--- src/rtl/clk_div_switch.sv ---
// Glitch-free divided clock with run-time ratio switching.
// A ratio change takes effect after the current period ends plus GAP i_clk cycles of low time.
// Requests are accepted only while o_busy=0. Requests made while busy are dropped, not queued.
//
// Ports:
//   i_clk, i_rstn      source clock, async active-low reset
//   i_div, i_req       requested ratio, sampled on the i_req edge while idle
//   o_ack, o_busy      load pulse / change in progress
//   o_div_cur          ratio in effect (1 reads back as 2)
//   o_clk, o_clk_en    divided clock (flop output), strobe on each high-phase start
module clk_div_switch #(
  parameter int DIV_W   = 8,
  parameter int GAP     = 2,
  parameter int RST_DIV = 0
) (
  input  logic             i_clk,
  input  logic             i_rstn,
  input  logic [DIV_W-1:0] i_div,
  input  logic             i_req,
  output logic             o_ack,
  output logic             o_busy,
  output logic [DIV_W-1:0] o_div_cur,
  output logic             o_clk,
  output logic             o_clk_en
);

  typedef enum logic [1:0] {S_OFF, S_RUN, S_DRAIN, S_GAP} state_t;

  localparam int GW     = (GAP > 0) ? $clog2(GAP + 1) : 1;
  localparam int GAP_M1 = (GAP > 0) ? GAP - 1 : 0;
  localparam logic [DIV_W-1:0] RST_CLAMP = (RST_DIV == 1) ? DIV_W'(2) : DIV_W'(RST_DIV);
  localparam state_t RST_STATE = (RST_DIV != 0) ? S_RUN : S_OFF;

  function automatic logic [DIV_W-1:0] clamp_div(input logic [DIV_W-1:0] d);
    return (d == DIV_W'(1)) ? DIV_W'(2) : d;
  endfunction

  state_t           state, state_nxt;
  logic [DIV_W-1:0] cnt, cnt_nxt, cnt_run;
  logic [GW-1:0]    gcnt, gcnt_nxt;
  logic [DIV_W-1:0] pend;
  logic [DIV_W:0]   half;
  logic             run_start;
  logic             wrap, run_hi;
  logic             cap, load;
  logic             clk_nxt, en_nxt, ack_nxt;

  // High phase length: ceil(N/2), one bit wider so N=2^DIV_W-1 does not overflow.
  assign half = ({1'b0, o_div_cur} + (DIV_W + 1)'(1)) >> 1;
  assign wrap = (cnt == o_div_cur - DIV_W'(1));
  // Out of reset o_clk is low with cnt=0, so the first edge starts a full
  // period at cnt=0 instead of advancing to cnt=1 (which would shorten it).
  assign cnt_run = (run_start || wrap) ? '0 : cnt + DIV_W'(1);
  assign run_hi  = ({1'b0, cnt_run} < half);

  // State register
  always_ff @(posedge i_clk or negedge i_rstn) begin
    if (!i_rstn) state <= RST_STATE;
    else         state <= state_nxt;
  end

  // Next-state and counter logic
  always_comb begin
    state_nxt = state;
    cnt_nxt   = cnt;
    gcnt_nxt  = gcnt;
    cap       = 1'b0;
    load      = 1'b0;
    unique case (state)
      S_OFF: begin
        if (i_req) begin
          cap       = 1'b1;
          state_nxt = S_GAP;
          gcnt_nxt  = GW'(GAP);
        end
      end
      S_RUN: begin
        cnt_nxt = cnt_run;
        if (i_req) begin
          cap       = 1'b1;
          state_nxt = S_DRAIN;
        end
      end
      S_DRAIN: begin
        cnt_nxt = cnt_run;
        if (wrap) begin
          if (GAP == 0) begin
            load = 1'b1;
          end else begin
            state_nxt = S_GAP;
            gcnt_nxt  = GW'(GAP_M1);
          end
        end
      end
      S_GAP: begin
        if (gcnt == '0) load = 1'b1;
        else            gcnt_nxt = gcnt - GW'(1);
      end
    endcase
    if (load) begin
      cnt_nxt   = '0;
      state_nxt = (pend != '0) ? S_RUN : S_OFF;
    end
  end

  // Output logic: next values of the registered outputs
  always_comb begin
    clk_nxt = 1'b0;
    en_nxt  = 1'b0;
    ack_nxt = 1'b0;
    if (load) begin
      ack_nxt = 1'b1;
      clk_nxt = (pend != '0);
      en_nxt  = (pend != '0);
    end else if (state_nxt == S_RUN || state_nxt == S_DRAIN) begin
      clk_nxt = run_hi;
      en_nxt  = (cnt_run == '0);
    end
  end

  // Datapath and output registers
  always_ff @(posedge i_clk or negedge i_rstn) begin
    if (!i_rstn) begin
      cnt       <= '0;
      gcnt      <= '0;
      pend      <= '0;
      run_start <= 1'b1;
      o_div_cur <= RST_CLAMP;
      o_busy    <= 1'b0;
      o_ack     <= 1'b0;
      o_clk     <= 1'b0;
      o_clk_en  <= 1'b0;
    end else begin
      cnt       <= cnt_nxt;
      gcnt      <= gcnt_nxt;
      run_start <= 1'b0;
      o_ack     <= ack_nxt;
      o_clk     <= clk_nxt;
      o_clk_en  <= en_nxt;
      if (cap) begin
        pend   <= clamp_div(i_div);
        o_busy <= 1'b1;
      end
      if (load) begin
        o_div_cur <= pend;
        o_busy    <= 1'b0;
      end
    end
  end

endmodule
--- config.mk ---
export PLATFORM = sky130hd
export DESIGN_NAME = clk_div_switch
export DESIGN_NICKNAME = d
export VERILOG_FILES = /design/src/rtl/clk_div_switch.sv
export SDC_FILE = /design/constraint.sdc
export NUM_CORES = 1
export LEC_CHECK = 0
export CAP_MARGIN = 15
export CORE_UTILIZATION = 50
export CTS_BUF_LIST = sky130_fd_sc_hd__clkbuf_8
export DETAILED_ROUTE_END_ITERATION = 8
export PLACE_DENSITY = 0.71
export SLEW_MARGIN = 40
export SYNTH_ARGS = -nofsm -noshare
export SYNTH_HDL_FRONTEND = slang
export SYNTH_SLANG_ARGS = --single-unit
--- constraint.sdc ---
create_clock -name i_clk -period 4.5 [get_ports i_clk]
set_input_delay 0.675 -clock i_clk [delete_from_list [all_inputs] [get_ports i_clk]]
set_output_delay 0.675 -clock i_clk [all_outputs]
set_load 0.01 [all_outputs]
# --- Word-level counts from Yosys, hierarchy flattened ---
# Cells that the tools add are included.
word_totals:
  input_bits: 11
  out_inout_bits: 12
  ff_bits: 33
classes:
  mux: 25
  n_eq_ne: 10
  n_addsub: 4
  reduce_logical: 12
  n_lt_le_gt_ge: 1
op_table:
  columns: ["cell", "count"]
  rows:
  - ["2-to-1 mux 8 bit", 4]
  - ["2-to-1 mux 2 bit", 7]
  - ["2-to-1 mux 1 bit", 12]
  - ["one-hot mux 2 bit (3 select lines)", 2]
  - ["adder 8 x 1 -> 9 bit (second input constant)", 1]
  - ["adder 8 x 1 -> 8 bit (second input constant)", 1]
  - ["equality test 8 x 1 -> 1 bit (second input constant)", 1]
  - ["equality test 8 bit", 1]
  - ["logical NOT 8 bit", 1]
  - ["less-than comparator 8 bit", 1]
  - ["nonzero test 8 bit", 1]
  - ["subtractor 8 x 1 -> 8 bit (second input constant)", 1]
  - ["equality test 2 bit (second input constant)", 3]
  - ["!= test 2 bit (second input constant)", 3]
  - ["equality test 2 x 1 -> 1 bit (second input constant)", 2]
  - ["logical NOT 2 bit", 2]
  - ["AND reduction 4 bit", 1]
  - ["nonzero test 2 bit", 2]
  - ["OR reduction 2 bit", 2]
  - ["nonzero test 3 bit", 1]
  - ["logical OR 1 bit", 2]
  - ["subtractor 2 x 1 -> 2 bit (second input constant)", 1]

# --- Longest topological paths before layout ---
depth:
  depth_word: 9
  ltp_mapped: 16

# --- Worst setup path before layout ---
# Ideal clock, no wire load.
synth_path:
  kind: "register -> register"
  from: "register o_div_cur[0]"
  to: "register o_clk"
  stages_incl_launch_ff: 17
  path_buffers: 1
  required_ns: 4.401
  arrival_ns: 3.109
  path_slack_ns: 1.291
  cell_sequence: "dfrtp_1 -> inv_1 -> ha_1 -> xor2_1 -> nand3_1 -> a2111oi_2 -> o21a_2 -> or2_4 -> buf_6 -> nor2_1 -> ha_1 -> a21o_1 -> a21oi_1 -> nor2b_1 -> nor3_1 -> o41ai_1 -> a311oi_1"
synth_between:
  elab_chain_cells: 9
  elab_cells_between_ends: 14
  classes_between: "add/sub: 2; order compare: 1; eq/ne: 3; mux: 6; reduce/logical: 2"
synth_lines:
  columns: ["element", "line", "text"]
  rows:
  - ["start, declared", "22", "output logic [DIV_W-1:0] o_div_cur,"]
  - ["start signal, assigned", "145", "o_div_cur <= pend;"]
  - ["branches (longest 7 deep; another with subtractor 8 x 1 -> 8 bit)", null, null]
  - ["2-to-1 mux 1 bit *", "115", "end else if (state_nxt == S_RUN || state_nxt == S_DRAIN) begin"]
  - ["2-to-1 mux 1 bit *", "111", "if (load) begin"]
  - ["net clk_nxt", "46", "logic clk_nxt, en_nxt, ack_nxt;"]
  - ["end signal, assigned", "138", "o_clk <= clk_nxt;"]
  - ["end, declared", "23", "output logic o_clk,"]
# Mark *: on every way through the listed nets, which the timed path passes.
# A chain may end at the register's enable or synchronous reset.

# --- Final worst setup path ---
# Same ends and word-level chain as after synthesis.

==> impl_metrics.py <==
metrics = {
    "sta": {
        "maxSlewViolCount": 0,
        "hold_violations": 0,
        "tightest_slew_ns": 0.5440,
        "fin_worst_skew_ns": 0.004555,
        "max_clock_freq_ghz": 0.2861,
        "finalSetupViolCount": 0,
        "setup_ws_ns": 1.005,
        "period_minus_slack_ns": 3.495,
        "finalCritPeriodShare_pct": 77.66,
        "finalSetupTns_ns": 0,
        "slew_headroom_pct": 63.51,
        "rsz0062_at_grt": "no",
        "hold_slack_ns": 0.5037,
    },
    "power_and_ir_drop": {
        "p_per_area_mw_per_mm2": 667.1,
        "power.share.clock_pct": 16.6,
        "swShare_pct": 42.38,
        "internal_power_uw": 1034,
        "power.leakage_uw": 0.001141,
        "p_seq_share_pct": 31.8,
        "p_comb_share_pct": 51.6,
        "power.net_switching_uw": 760.2,
        "irDropWorstVdd_uv": 329.0,
    },
    "place": {
        "place_congestion": 0.9467,
        "placed_cells": 324,
        "dp_hpwl_um": 3711,
        "io_buffers": 22,
        "pre_cts_ws_ns": 1.087,
    },
    "clock_tree": {
        "clockRootBuffer": "clkbuf_8",
        "cts_max_path_buffers": 2,
        "cts_hold_buffers": 0,
        "cts_sinks": 33,
        "cts_tree": "done",
        "clk_pin_slew_worst_paths_ns": 0.07,
        "cts_resized": 0,
        "clk-insertion-delay-late_ns": 0.29,
        "h-tree-depth": 2,
        "cts_buffers": 5,
        "cts_setup_buffers": 0,
    },
    "cells_and_area": {
        "drive_gt1_share_pct": 10.00,
        "area_growth_pct": 14.01,
        "instances_no_fill": 332,
        "num_antenna_cells": 0,
        "multi_input_area_mm2": 0.001393,
        "num-fill-cells": 399,
        "fin_nets": 306,
        "postLayoutCoreUtil_pct": 60.50,
        "ff_latch_area_um2": 827.0,
    },
    "die": {
        "row_count": 24,
        "die_area_mm2": 0.004996,
        "coreArea_mm2": 0.004444,
        "die_w_um": 70.68,
        "initial_utilization_pct": 53.07,
        "io_pins": 23,
        "fp.dieH_um": 70.68,
    },
    "yosys": {
        "synth_nets": 290,
        "synth_cells": 263,
        "synth_seq_cells": 33,
        "synth_edf_count": 0,
        "synth.area.top_cells": "dfrtp_1 34%, ha_1 8.5%, nand2_1 4.5%",
        "ys.warnings.count": 0,
        "ys_top_cells_by_count": "32 x dfrtp_1, 28 x nand2_1, 17 x nor2_1",
        "synth.avg_cell_area_um2": 8.968,
        "synth.top_cell.area_share_pct": 33.95,
        "async_flop_share_pct": 100.0,
        "synth_most_common_cell": "dfrtp_1",
        "synth.distinct_cells": 53,
        "ys.flop_type": "dfrtp_1",
        "synth_seq_area_share_pct": 35.07,
        "synth_top_area_cell": "dfrtp_1",
        "synth_area_mm2": 0.002359,
    },
    "global_routing": {
        "grt_pass1_wl_um": 8611,
        "grt_max_degree": 34,
        "grt_use_total_pct": 22.30,
        "overflow": 0,
        "grt_pass1_vias": 1775,
        "grt_antenna_before_repair": 0,
    },
    "drt": {
        "first_iter_violations": 122,
        "ant_nets": 0,
        "drtPass1Iterations": 6,
        "via_count": 1908,
        "wire_per_inst_um": 15.19,
        "viasPerCell": 5.747,
        "drc": 4,
        "drt_wl_total_um": 5043,
    },
    "critical_path": {
        "path_cells": "inv_1 -> ha_1 -> xor2_1 -> nand3_1 -> a2111oi_2 -> o21a_2 -> or2_4 -> nor2_1 -> ha_1 -> a21o_1 -> a21oi_1 -> nor2b_1 -> nor3_1 -> o41ai_1 -> a311oi_1",
        "end_kind": "flip-flop",
        "critPathKind": "flip-flop to flip-flop",
        "required_ns": 4.69,
        "cp_slowest_cell": "dfrtp_1",
        "crit_top_cell": "ha_1",
        "arrival_ns": 3.69,
        "crit_path_max_incr_delay_ns": 0.48,
        "startpoint_type": "flip-flop",
        "crit_fanout": 12,
    },
    "job": {
        "cap_violations": 0,
    },
    "hold_path": {
        "min_path_type": "flip-flop to flip-flop",
    },
    "run_status": {
        "failed_checks": "design-rule violations",
        "status": "finished with violations",
    },
}
-- routing by layer --
| layer | up-vias | global-route usage (%) | share of wire [%] |
|---|---|---|---|
| met5 | - | 0 | 0 |
| met4 | 0 | 7.556 | 1.4 |
| met3 | 6 | 5.556 | 4.8 |
| met2 | 46 | 34.94 | 46 |
| met1 | 900 | 30.32 | 48 |
| li1 | 956 | - | - |
-- path summary, 6_finish.rpt --
check,startpoint,to,slack [ns],cells past startpoint
setup / recovery,o_div_cur[0],o_clk,1.01,15
hold / removal,pend[7],o_div_cur[7],0.50,2
setup reg to reg,o_div_cur[0],o_clk,1.01,15
hold reg to reg,pend[7],o_div_cur[7],0.50,2
max in group asynchronous,i_rstn,run_start,3.37,2
min in group asynchronous,i_rstn,gcnt[1],0.78,2
-- critical path, delay by kind of cell (launching register included) --
family,cells,cell delay [ns]
AOI/OAI and AO/OA,6,1.35
xor gates and xnor gates,1,0.16
adders and majority gates,2,0.63
and+or+nand+nor,5,0.65
buffers and inverters,1,0.11
DFF,1,0.48
-- registers in the layout (all words and copies together), names as in the netlist --
| signal | cells |
|---|---|
| o_clk | 1 |
| state | 2 |
| gcnt | 2 |
| pend | 8 |
| run_start | 1 |
| cnt | 8 |
| o_clk_en | 1 |
| o_busy | 1 |
| o_div_cur | 8 |
| o_ack | 1 |
-- kinds of logic (layout without fill, tap and decap cells) --
logic type,count (synthesis),count (layout),synth area share (%)
compound gates,55,55,16.39
buf+inv,29,46,6.047
mux,8,8,3.713
fa+ha+maj,16,16,8.488
flops,33,33,35.07
simple gates,100,100,22.33
xor+xnor,21,21,7.798
other cells,1,1,0.1590
-- cells in the final DEF (no fill, tap or decap), types with 6 or more instances in the layout --
cell type	Yosys	routed
dfrtp_1	32	32
a21oi_1	12	12
xor2_1	11	11
clkbuf_8	0	6
xnor2_1	10	10
nand3_1	12	12
nor2_1	17	17
nand2b_1	9	9
nor3_1	6	6
inv_1	14	14
ha_1	16	16
o21ai_0	15	15
nand3b_1	8	8
mux2_2	6	6
nand2_1	28	28
clkdlybuf4s50_1	0	22
-- power by group through the flow --
stage / clock network [uW] / logic [uW] / registers, uW
final: 297 / 926 / 571
after global routing: 317 / 1030 / 596
after CTS: 301 / 925 / 570
after detailed placement: 0 / 917 / 576
after global placement: 0 / 904 / 571
after floorplan: 0 / 723 / 520
-- stage by stage --
| stage | power [uW] | area (um2) |
|---|---|---|
| CTS | 1797 | 2685 |
| floorplan | 1243 | 2359 |
| finish | 1794 | 2689 |
| detailed placement | 1492 | 2565 |
| global placement | 1476 | 2565 |
| global route | 1941 | 2689 |
-- area by class of cell --
cell class / instances / share of cell area, %
Multi-Input combinational cell: 201 / 51.79
Clock buffer: 6 / 3.071
Tap cell: 52 / 2.420
Sequential cell: 33 / 30.76
Clock inverter: 2 / 1.396
Timing Repair Buffer: 23 / 8.469
Inverter: 15 / 2.094
Note: power is estimated with default switching activity, not from simulation.
